File: config.mk
export PLATFORM = sky130hd
export DESIGN_NAME = sevenseg_scan_decoder
export DESIGN_NICKNAME = d
export VERILOG_FILES = /design/src/rtl/sevenseg_scan_decoder_pkg.sv /design/src/rtl/sevenseg_pattern_decode.sv /design/src/rtl/sevenseg_scan_decoder.sv
export SDC_FILE = /design/constraint.sdc
export NUM_CORES = 1
export LEC_CHECK = 0
export BUFFER_PORTS_ARGS = -buffer_cell sky130_fd_sc_hd__buf_2
export CAP_MARGIN = 30
export CORE_ASPECT_RATIO = 0.6
export CORE_MARGIN = 4
export CORE_UTILIZATION = 51
export DETAILED_ROUTE_END_ITERATION = 6
export HOLD_SLACK_MARGIN = 0.03
export PLACE_DENSITY = 0.79
export SLEW_MARGIN = 20
export SYNTH_ARGS = -nofsm -noshare
export SYNTH_HDL_FRONTEND = slang
export SYNTH_SLANG_ARGS = --single-unit
File: constraint.sdc
create_clock -name clk -period 2.1 [get_ports clk]
set_clock_uncertainty 0.2 [all_clocks]
set_input_delay 0.105 -clock clk [delete_from_list [all_inputs] [get_ports clk]]
set_output_delay 0.105 -clock clk [all_outputs]
set_load 0.005 [all_outputs]
File: src/rtl/sevenseg_scan_decoder_pkg.sv
// Shared definitions for the seven-segment scan decoder.
// Holds the active-high glyph constants (bit0 = segment a ... bit6 = segment g)
// used by both the hex-to-seven-segment encoder and this receive-side decoder,
// plus the blank and dash patterns.
package sevenseg_scan_decoder_pkg;

    localparam logic [6:0] GLYPH_0   = 7'h3F;
    localparam logic [6:0] GLYPH_1   = 7'h06;
    localparam logic [6:0] GLYPH_2   = 7'h5B;
    localparam logic [6:0] GLYPH_3   = 7'h4F;
    localparam logic [6:0] GLYPH_4   = 7'h66;
    localparam logic [6:0] GLYPH_5   = 7'h6D;
    localparam logic [6:0] GLYPH_6   = 7'h7D;
    localparam logic [6:0] GLYPH_7   = 7'h07;
    localparam logic [6:0] GLYPH_8   = 7'h7F;
    localparam logic [6:0] GLYPH_9   = 7'h6F;
    localparam logic [6:0] GLYPH_A   = 7'h77;
    localparam logic [6:0] GLYPH_B   = 7'h7C;
    localparam logic [6:0] GLYPH_C   = 7'h39;
    localparam logic [6:0] GLYPH_D   = 7'h5E;
    localparam logic [6:0] GLYPH_E   = 7'h79;
    localparam logic [6:0] GLYPH_F   = 7'h71;

    localparam logic [6:0] SEG_BLANK = 7'h00;
    localparam logic [6:0] SEG_DASH  = 7'h40;

endpackage

File: src/rtl/sevenseg_pattern_decode.sv
// Combinational seven-segment pattern decoder.
// Ports:
//   p        - active-high segment pattern (bit0 = a ... bit6 = g)
//   nibble   - decoded hex value (0 when the pattern is not a hex glyph)
//   is_hex   - 1 when p is one of the 16 hex glyphs
//   is_blank - 1 when all segments are off
module sevenseg_pattern_decode
    import sevenseg_scan_decoder_pkg::*;
(
    input  logic [6:0] p,
    output logic [3:0] nibble,
    output logic       is_hex,
    output logic       is_blank
);

    // Pattern lookup; anything not listed is an unknown glyph.
    always_comb begin
        nibble   = 4'h0;
        is_hex   = 1'b1;
        is_blank = 1'b0;
        case (p)
            GLYPH_0:   nibble = 4'h0;
            GLYPH_1:   nibble = 4'h1;
            GLYPH_2:   nibble = 4'h2;
            GLYPH_3:   nibble = 4'h3;
            GLYPH_4:   nibble = 4'h4;
            GLYPH_5:   nibble = 4'h5;
            GLYPH_6:   nibble = 4'h6;
            GLYPH_7:   nibble = 4'h7;
            GLYPH_8:   nibble = 4'h8;
            GLYPH_9:   nibble = 4'h9;
            GLYPH_A:   nibble = 4'hA;
            GLYPH_B:   nibble = 4'hB;
            GLYPH_C:   nibble = 4'hC;
            GLYPH_D:   nibble = 4'hD;
            GLYPH_E:   nibble = 4'hE;
            GLYPH_F:   nibble = 4'hF;
            SEG_BLANK: begin
                is_hex   = 1'b0;
                is_blank = 1'b1;
            end
            // The dash is a common "no data" glyph but carries no nibble.
            SEG_DASH:  is_hex = 1'b0;
            default:   is_hex = 1'b0;
        endcase
    end

endmodule

File: src/rtl/sevenseg_scan_decoder.sv
// Receive-side decoder for a multiplexed, active-low seven-segment bus.
// Synchronises segment and digit-select lines, waits for a digit's pattern to
// be stable for STABLE_CYCLES samples, then commits the decoded nibble.
// Ports:
//   clk, rst     - clock, asynchronous active-high reset
//   seg_n        - active-low segments (bit0 = a ... bit6 = g)
//   dig_n        - active-low digit selects, bit i = digit i
//   value        - decoded nibbles, digit i at value[4i+3:4i]
//   digit_valid  - digit i last committed a hex glyph
//   digit_err    - digit i last committed an unknown pattern
//   frame_done   - one-cycle pulse once every digit has committed
module sevenseg_scan_decoder
    import sevenseg_scan_decoder_pkg::*;
#(
    parameter int NUM_DIGITS    = 4,
    parameter int STABLE_CYCLES = 4,
    parameter int SYNC_STAGES   = 2
) (
    input  logic                    clk,
    input  logic                    rst,
    input  logic [6:0]              seg_n,
    input  logic [NUM_DIGITS-1:0]   dig_n,
    output logic [4*NUM_DIGITS-1:0] value,
    output logic [NUM_DIGITS-1:0]   digit_valid,
    output logic [NUM_DIGITS-1:0]   digit_err,
    output logic                    frame_done
);

    localparam int                    CNT_W   = $clog2(STABLE_CYCLES + 1);
    localparam logic [CNT_W-1:0]      CNT_MAX = CNT_W'(STABLE_CYCLES);
    localparam logic [CNT_W-1:0]      CNT_ONE = CNT_W'(1);
    localparam logic [NUM_DIGITS-1:0] ONE_D   = NUM_DIGITS'(1);

    logic [SYNC_STAGES-1:0][6:0]            seg_sync_q, seg_sync_d;
    logic [SYNC_STAGES-1:0][NUM_DIGITS-1:0] dig_sync_q, dig_sync_d;
    logic [6:0]              prev_seg_q;
    logic [NUM_DIGITS-1:0]   prev_dig_q;
    logic [CNT_W-1:0]        cnt_q, cnt_d;
    logic [NUM_DIGITS-1:0]   upd_mask_q, upd_mask_d;
    logic [4*NUM_DIGITS-1:0] value_q, value_d;
    logic [NUM_DIGITS-1:0]   digit_valid_q, digit_valid_d;
    logic [NUM_DIGITS-1:0]   digit_err_q, digit_err_d;
    logic                    frame_done_q, frame_done_d;

    logic [6:0]            s_seg;
    logic [NUM_DIGITS-1:0] s_dig;
    logic [6:0]            pattern_s;
    logic [NUM_DIGITS-1:0] dig_act_s;
    logic                  sel_s;
    logic                  same_s;
    logic                  commit_s;
    logic [NUM_DIGITS-1:0] commit_vec_s;
    logic [NUM_DIGITS-1:0] mask_s;
    logic [3:0]            nibble_s;
    logic                  is_hex_s;
    logic                  is_blank_s;

    assign s_seg     = seg_sync_q[SYNC_STAGES-1];
    assign s_dig     = dig_sync_q[SYNC_STAGES-1];
    assign pattern_s = ~s_seg;

    sevenseg_pattern_decode u_decode (
        .p        (pattern_s),
        .nibble   (nibble_s),
        .is_hex   (is_hex_s),
        .is_blank (is_blank_s)
    );

    // Synchroniser shift: stage 0 takes the pins, later stages follow.
    always_comb begin
        seg_sync_d = {seg_sync_q[SYNC_STAGES-2:0], seg_n};
        dig_sync_d = {dig_sync_q[SYNC_STAGES-2:0], dig_n};
    end

    // Selection, stability run counter and commit decision.
    always_comb begin
        dig_act_s = ~s_dig;
        // Exactly one active select: non-zero and a power of two.
        sel_s  = (dig_act_s != '0) && ((dig_act_s & (dig_act_s - ONE_D)) == '0);
        same_s = (s_dig == prev_dig_q) && (s_seg == prev_seg_q);
        if (!sel_s) begin
            cnt_d = '0;
        end else if (!same_s) begin
            cnt_d = CNT_ONE;
        end else if (cnt_q == CNT_MAX) begin
            cnt_d = CNT_MAX;
        end else begin
            cnt_d = cnt_q + CNT_ONE;
        end
        // A saturated run holding the same sample must not commit again.
        commit_s     = sel_s && (cnt_d == CNT_MAX) && !(same_s && (cnt_q == CNT_MAX));
        commit_vec_s = commit_s ? dig_act_s : '0;
    end

    // Per-digit output update and frame completion tracking.
    always_comb begin
        value_d       = value_q;
        digit_valid_d = digit_valid_q;
        digit_err_d   = digit_err_q;
        for (int i = 0; i < NUM_DIGITS; i++) begin
            if (commit_vec_s[i]) begin
                if (is_hex_s) begin
                    value_d[4*i +: 4] = nibble_s;
                    digit_valid_d[i]  = 1'b1;
                    digit_err_d[i]    = 1'b0;
                end else if (is_blank_s) begin
                    value_d[4*i +: 4] = 4'h0;
                    digit_valid_d[i]  = 1'b0;
                    digit_err_d[i]    = 1'b0;
                end else begin
                    // Unknown glyph keeps the last good nibble.
                    digit_valid_d[i]  = 1'b0;
                    digit_err_d[i]    = 1'b1;
                end
            end else begin
                value_d[4*i +: 4] = value_q[4*i +: 4];
            end
        end
        mask_s = upd_mask_q | commit_vec_s;
        if (mask_s == '1) begin
            frame_done_d = 1'b1;
            upd_mask_d   = '0;
        end else begin
            frame_done_d = 1'b0;
            upd_mask_d   = mask_s;
        end
    end

    // State registers; synchroniser and history idle at all-ones (inactive).
    always_ff @(posedge clk or posedge rst) begin
        if (rst) begin
            seg_sync_q    <= '1;
            dig_sync_q    <= '1;
            prev_seg_q    <= '1;
            prev_dig_q    <= '1;
            cnt_q         <= '0;
            upd_mask_q    <= '0;
            value_q       <= '0;
            digit_valid_q <= '0;
            digit_err_q   <= '0;
            frame_done_q  <= 1'b0;
        end else begin
            seg_sync_q    <= seg_sync_d;
            dig_sync_q    <= dig_sync_d;
            prev_seg_q    <= s_seg;
            prev_dig_q    <= s_dig;
            cnt_q         <= cnt_d;
            upd_mask_q    <= upd_mask_d;
            value_q       <= value_d;
            digit_valid_q <= digit_valid_d;
            digit_err_q   <= digit_err_d;
            frame_done_q  <= frame_done_d;
        end
    end

    assign value       = value_q;
    assign digit_valid = digit_valid_q;
    assign digit_err   = digit_err_q;
    assign frame_done  = frame_done_q;

endmodule

==> run metrics, run 1 <==
number of storage elements in the synthesis netlist 65; placement row count 20; Synth Warn # 0; number of library cell types mapped by synthesis 52; Slowest Stage Delay on Critical Path 0.56 ns; Slowest cell on crit path sky130_fd_sc_hd__dfstp_2; top cells by area in the synthesized netlist sky130_fd_sc_hd__dfstp_2, sky130_fd_sc_hd__dfrtp_1, sky130_fd_sc_hd__xor2_1; count of cells along the worst register-to-register path 7; final routed DRC violation total 0; final-report max-slew violation count 0; proportion of layout cells with a drive suffix above 1 62.4%; clock sink count 65; final hold violation count 0; Power per Cell Area 633 nW/µm²; startpoint type of the worst setup path flop; residual overflow from global routing 0; library cell occupying the most area in the post-synthesis netlist sky130_fd_sc_hd__dfstp_2; clock insertion delay at the later pin of the skew report 0.35 ns; Worst Setup End Kind flop; count of fill cells added during filler insertion 299; final critical-path required period 2.37 ns; total routing usage reported by global routing 21.7%; core region area 5200 µm²; critical-path cell list xor2_2 > nor4_2 > buf_4 > nand4_4 > nor3_4 > buf_6 > mux2_4; effective utilization at floorplan 54.3%; unrepaired setup endpoints after global routing true; clock buffers created by TritonCTS 9; pin count of the biggest net entering global routing 66; num ports 38; Post-Syn Instances 213; required time of the worst setup path 2.14 ns; count of flip-flops with a built-in enable after synthesis 0; top flip-flop cell by instance count after synthesis sky130_fd_sc_hd__dfstp_2; worst-case vdd ir drop 0.510 mV; length of the first detailed-routing pass in iterations 4; average cell area after synthesis 13.3 µm²; post-route worst hold slack 0.154 ns; top post-synthesis cells by count sky130_fd_sc_hd__dfstp_2, sky130_fd_sc_hd__dfrtp_1, sky130_fd_sc_hd__a21oi_1, sky130_fd_sc_hd__xor2_1, sky130_fd_sc_hd__nor2_1; number of diodes added for antenna fixing 0; chip width 104 µm; CTS tree built; number of global-route vias before repair 2141; fraction of met3 tracks used by global routing 6.97%; fraction of post-synthesis cell area in the top cell type by area 30.7%; wire per inst 18.3 µm; proportion of synthesized chip area in sequential cells 59.0%; antenna violation net count after detailed routing 0; initial drt markers 157; Worst R2R Setup Slack -0.27 ns; total die area 6840 µm²; global placement routability congestion 0.908; worst slew pin tran 0.558 ns; H-Tree Level Count 3; result of the run finished with violations; worst-case setup margin in the final layout -0.265 ns; final-stage net count 337; failing checks negative setup slack; share of async-settable or async-resettable flops after synthesis 100%; height of the die 65.7 µm; Routed WL 7190 µm; netlist area before placement 2830 µm²; arrival time of the worst setup path 2.41 ns; area growth from synthesis to final layout 43.6%; first-pass GRT wire length 11300 µm; Finish-stage setup viols 31; global routing met2 resource utilization 33.0%; most crowded layer after global routing met2; per-cell via count in the routed design 5.54; Max Cap Violations 0; GR met1 Demand/Resource 30.4%; Post-Syn Nets 228; via count of the routed design 2179; Slew headroom 62.4%; critical path fanouts, max 8; Final HPWL DP 4130 µm; Clk Tree Root Cell sky130_fd_sc_hd__clkbuf_8; Hold Path Depth 0; total power of the final layout 2.57 mW; most instantiated library cell after synthesis sky130_fd_sc_hd__dfstp_2; Fmax achieved 423 MHz; initial antenna violation count 0; type of the worst setup path reg -> reg; Port Buffers 37; kind of path behind the tightest hold check reg -> reg; maximum number of buffers from clock root to sink 2; leakage power summed over all cells 1.85 nW; period utilization 113%; register clock-pin slew on the reported worst setup and hold paths 0.08 ns
[placed cells by master, fill, tap and decap left out, types with 3 or more instances in the layout]
cell / count
sky130_fd_sc_hd__xor2_1: 9
sky130_fd_sc_hd__a21oi_4: 3
sky130_fd_sc_hd__a2bb2oi_2: 5
sky130_fd_sc_hd__o22ai_4: 3
sky130_fd_sc_hd__nand4b_1: 4
sky130_fd_sc_hd__dfrtp_1: 32
sky130_fd_sc_hd__dlygate4sd3_1: 12
sky130_fd_sc_hd__dfstp_2: 33
sky130_fd_sc_hd__buf_4: 44
sky130_fd_sc_hd__a21oi_1: 9
sky130_fd_sc_hd__nor2_1: 8
sky130_fd_sc_hd__nand2b_1: 3
sky130_fd_sc_hd__clkbuf_8: 9
sky130_fd_sc_hd__buf_6: 14
sky130_fd_sc_hd__mux2_4: 8
sky130_fd_sc_hd__xnor2_1: 3
sky130_fd_sc_hd__a21oi_2: 6
sky130_fd_sc_hd__clkinv_4: 3
sky130_fd_sc_hd__nand3_1: 4
sky130_fd_sc_hd__o21ai_0: 3
sky130_fd_sc_hd__nor3_4: 3
sky130_fd_sc_hd__o22a_1: 4
sky130_fd_sc_hd__inv_1: 6
sky130_fd_sc_hd__buf_2: 37
sky130_fd_sc_hd__nand2_1: 5
[final cells by class]
cell class	instances	area [µm²]	share of cell area (%)
sequential	65	1670	41.1
multi-input combinational	131	1290	31.8
timing repair buffer	108	813	20.0
clock buffer	10	128	3.14
tap	66	82.6	2.03
clock inverter	6	51.3	1.26
inverter	7	26.3	0.647
[power breakdown]
part	internal (mW)	switching [mW]	total [mW]
registers	1.31	0.0313	1.34
logic	0.126	0.136	0.262
clock network	0.442	0.523	0.964
total	1.88	0.689	2.57
[critical path: cells and delay by family (launching register included)]
| family | cells | cell delay, ns |
|---|---|---|
| buf+inv | 2 | 0.39 |
| mux | 1 | 0.31 |
| simple gates | 3 | 0.70 |
| xor+xnor | 1 | 0.10 |
| flops | 1 | 0.56 |
[timing repair]
action	in CTS	in global routing
setup endpoints to repair	29	31
hold buffers	12	0
resized for setup	37	20
gates cloned	1	0
endpoints found under the hold margin	76	0
buffers inserted	14	7
pin swaps	15	10
[state kept, by name (all words and copies together) (netlist names)]
register,flops
prev_dig_q,4
prev_seg_q,7
digit_err,4
s_dig,4
value,16
upd_mask_q,4
s_seg,7
dig_sync_d,4
digit_valid,4
frame_done,1
cnt_q,3
seg_sync_d,7
[cell families (layout without fill, tap and decap cells)]
group	Yosys count	in the layout	share of synthesized area [%]
flip-flops	65	65	59.0
AND/OR/NAND/NOR	55	56	14.7
AO/OA/AOI/OAI	49	49	12.4
buffers and inverters	18	131	4.74
XOR/XNOR	14	14	4.34
multiplexers	10	10	3.90
adder cells (fa/ha/maj)	2	2	0.885
[stage by stage]
step	util [%]	area, µm²	setup slack [ns]	TNS, ns	cells
2_1_floorplan	-	2870	-0.221	-2.80	213
3_3_place_gp	64.2	3340	-0.244	-5.62	345
3_5_place_dp	64.2	3340	-0.256	-6.11	345
4_1_cts	75.4	3930	-0.260	-5.63	388
5_1_grt	78.0	4060	-0.373	-9.72	393
6_report	78.0	4060	-0.265	-6.24	393
[layer usage]
layer,share of wire (%),wire length (µm),vias up
li1,-,-,992
met1,45,3240,1108
met2,48,3430,73
met3,6.4,458,6
met4,0.81,58,0
met5,0,0,-
[worst paths after layout]
path / startpoint / to
min in group asynchronous: rst / digit_err[2]$_DFFE_PP0P_
max in group asynchronous: rst / seg_sync_d[7]$_DFF_PP1_
worst min register to register: seg_sync_d[11]$_DFF_PP1_ / s_seg[4]$_DFF_PP1_
worst min-delay path: seg_sync_d[11]$_DFF_PP1_ / s_seg[4]$_DFF_PP1_
worst max register to register: prev_dig_q[3]$_DFF_PP1_ / digit_valid[3]$_DFFE_PP0P_
worst max-delay path: prev_dig_q[3]$_DFF_PP1_ / digit_valid[3]$_DFFE_PP0P_
Power figures use the tool's default switching activity.
==> run 2, diff against run 1 <==
--- a/config.mk
+++ b/config.mk
@@ -5,14 +5,14 @@
 export SDC_FILE = /design/constraint.sdc
 export NUM_CORES = 1
 export LEC_CHECK = 0
-export BUFFER_PORTS_ARGS = -buffer_cell sky130_fd_sc_hd__buf_2
 export CAP_MARGIN = 30
 export CORE_ASPECT_RATIO = 0.6
 export CORE_MARGIN = 4
-export CORE_UTILIZATION = 51
+export CORE_UTILIZATION = 56
 export DETAILED_ROUTE_END_ITERATION = 6
+export DONT_BUFFER_PORTS = 1
 export HOLD_SLACK_MARGIN = 0.03
-export PLACE_DENSITY = 0.79
+export PLACE_DENSITY = 0.78
 export SLEW_MARGIN = 20
 export SYNTH_ARGS = -nofsm -noshare
 export SYNTH_HDL_FRONTEND = slang
==> run 2 against run 1 <==
Compared with the run above:
- the flow still finishes with violations (negative setup slack)
- register-to-register slack better by 0.06 ns
- power decreased by 0.99%
- worst setup slack better by 0.056 ns
- largest power group unchanged
- largest cell class unchanged
==> run metrics, run 2 (synthesis gave the netlist of run 1 again) <==
critical path fanouts, max 6 (-2); initial antenna violation count 0 (unchanged); worst slew pin tran 0.568 ns (+0.00951 ns); maximum number of buffers from clock root to sink 2 (unchanged); Routed WL 6520 µm (-9.2%); Worst Setup End Kind flop; H-Tree Level Count 3 (unchanged); Fmax achieved 433 MHz (+2.4%); startpoint type of the worst setup path flop; Slowest Stage Delay on Critical Path 0.59 ns (+0.03 ns); type of the worst setup path reg -> reg; result of the run finished with violations; proportion of layout cells with a drive suffix above 1 54.5% (-7.9 points); Slew headroom 62.1% (-0.35 points); Finish-stage setup viols 29 (-6.5%); effective utilization at floorplan 59.7% (+5.4 points); arrival time of the worst setup path 2.34 ns (-0.07 ns); final critical-path required period 2.31 ns (-0.0560 ns); Setup WS pre-CTS -0.204 ns (+0.0523 ns); global placement routability congestion 0.878 (-3.3%); number of global-route vias before repair 2030 (-5.2%); required time of the worst setup path 2.13 ns (about the same); count of fill cells added during filler insertion 260 (-13%); final std cells w/o fill 340 (-13%); final-stage net count 287 (-15%); max FFs per register 16 (unchanged); period utilization 110% (-2.7 points); length of the first detailed-routing pass in iterations 4 (unchanged); Max Cap Violations 0 (unchanged); pin count of the biggest net entering global routing 39 (-41%); unrepaired setup endpoints after global routing true; placement row count 19 (-5.0%); chip width 99.7 µm (-4.2%); clock insertion delay at the later pin of the skew report 0.34 ns (about the same); clock sink count 65 (unchanged); total routing usage reported by global routing 21.8% (+0.10 points); CTS tree built; most common cell after layout, fill and taps aside sky130_fd_sc_hd__buf_4; worst-case setup margin in the final layout -0.209 ns (+0.0560 ns); Slowest cell on crit path sky130_fd_sc_hd__dfstp_2; per-cell via count in the routed design 5.81 (+4.7%); failing checks negative setup slack; wire per inst 19.2 µm (+4.9%); final-report max-slew violation count 0 (unchanged); Final HPWL DP 4220 µm (+2.2%); Clk Tree Root Cell sky130_fd_sc_hd__clkbuf_8; core region area 4730 µm² (-9.1%); total power of the final layout 2.54 mW (-0.99%); most frequent cells in the layout sky130_fd_sc_hd__buf_4, sky130_fd_sc_hd__dfstp_2, sky130_fd_sc_hd__dfrtp_1; residual overflow from global routing 0 (unchanged); worst-case vdd ir drop 0.500 mV (-2.0%); area growth from synthesis to final layout 31.6%; via count of the routed design 1974 (-9.4%); kind of path behind the tightest hold check in -> async; critical-path cell list buf_4 > xnor2_1 > o211ai_1 > nand4_4 > nor3_2 > buf_6 > mux2_2; total die area 6290 µm² (-8.1%); register clock-pin slew on the reported worst setup and hold paths 0.08 ns (about the same); number of diodes added for antenna fixing 0 (unchanged); num ports 38 (unchanged); post-route worst hold slack 0.0722 ns (-0.0817 ns); height of the die 63.0 µm (-4.0%); total negative slack for setup checks -4.74 ns (+1.50 ns); Power per Cell Area 684 nW/µm² (+8.1%); antenna violation net count after detailed routing 0 (unchanged); leakage power summed over all cells 1.59 nW (-14%); Port Buffers 0 (-100%); initial drt markers 171 (+8.9%); clock buffers created by TritonCTS 9 (unchanged); first-pass GRT wire length 10400 µm (-7.7%); final hold violation count 0 (unchanged); Placed Instances 303 (-12%); final routed DRC violation total 0 (unchanged)
run 2: cell types whose count changed in the layout (fill, tap and decap cells not counted), moves of 2 or more:
cell,before,now
sky130_fd_sc_hd__a21oi_1,9,11
sky130_fd_sc_hd__a21oi_4,3,0
sky130_fd_sc_hd__buf_2,37,0
sky130_fd_sc_hd__buf_4,44,35
sky130_fd_sc_hd__buf_6,14,9
sky130_fd_sc_hd__mux2_2,0,2
sky130_fd_sc_hd__mux2_4,8,6
sky130_fd_sc_hd__or4_1,0,2
sky130_fd_sc_hd__or4_4,2,0
run 2: final cells by class:
cell class	instances	area (µm²)	area share [%]
tap	63	78.8	2.12
sequential	65	1670	44.9
inverter	7	26.3	0.707
multi-input combinational	130	1220	32.8
clock inverter	6	48.8	1.31
timing repair buffer	59	539	14.5
clock buffer	10	138	3.70
run 2: power breakdown:
| part | total, mW | switching [mW] | leakage [nW] | internal [mW] |
|---|---|---|---|---|
| registers | 1.34 | 0.0296 | 0.793 | 1.31 |
| logic | 0.226 | 0.120 | 0.701 | 0.106 |
| clock network | 0.977 | 0.504 | 0.0938 | 0.472 |
| total | 2.54 | 0.653 | 1.59 | 1.89 |
run 2: final timing paths:
kind	from	to	slack, ns	cells after the start
setup / recovery	s_dig[1]$_DFF_PP1_	digit_valid[1]$_DFFE_PP0P_	-0.21	7
hold / removal	rst	cnt_q[1]$_DFF_PP0_	0.07	2
setup reg to reg	s_dig[1]$_DFF_PP1_	digit_valid[1]$_DFFE_PP0P_	-0.21	7
hold reg to reg	dig_sync_d[6]$_DFF_PP1_	s_dig[2]$_DFF_PP1_	0.15	0
max in group asynchronous	rst	s_seg[1]$_DFF_PP1_	0.97	3
min in group clk	seg_n[2]	seg_sync_d[9]$_DFF_PP1_	0.10	1
run 2: worst max-delay path, delay by kind of cell, from the launching register on:
| kind | cells | cell delay, ns |
|---|---|---|
| compound gates | 1 | 0.30 |
| flops | 1 | 0.59 |
| simple gates | 2 | 0.39 |
| buf+inv | 2 | 0.31 |
| mux | 1 | 0.35 |
| xor+xnor | 1 | 0.06 |
run 2: what timing repair did:
| action | in CTS | in global routing |
|---|---|---|
| cloned | 0 | 0 |
| endpoints found under the setup margin | 29 | 29 |
| endpoints found under the hold margin | 67 | 0 |
| hold buffers | 12 | 0 |
| setup buffers | 7 | 2 |
| pin swaps | 11 | 2 |
| resized for setup | 34 | 8 |
run 2: metal layers:
layer / GRT usage, % / part of all wire, %
met5: 0 / 0
met4: 5.62 / 0.41
met3: 7.69 / 9.4
met2: 33.6 / 48
met1: 29.4 / 42
run 2: through the flow:
step | instance area, µm² | util [%]
after floorplan | 2870 | -
after global placement | 3150 | 66.6
after detailed placement | 3150 | 66.6
after CTS | 3660 | 77.4
after global routing | 3720 | 78.6
final | 3720 | 78.6
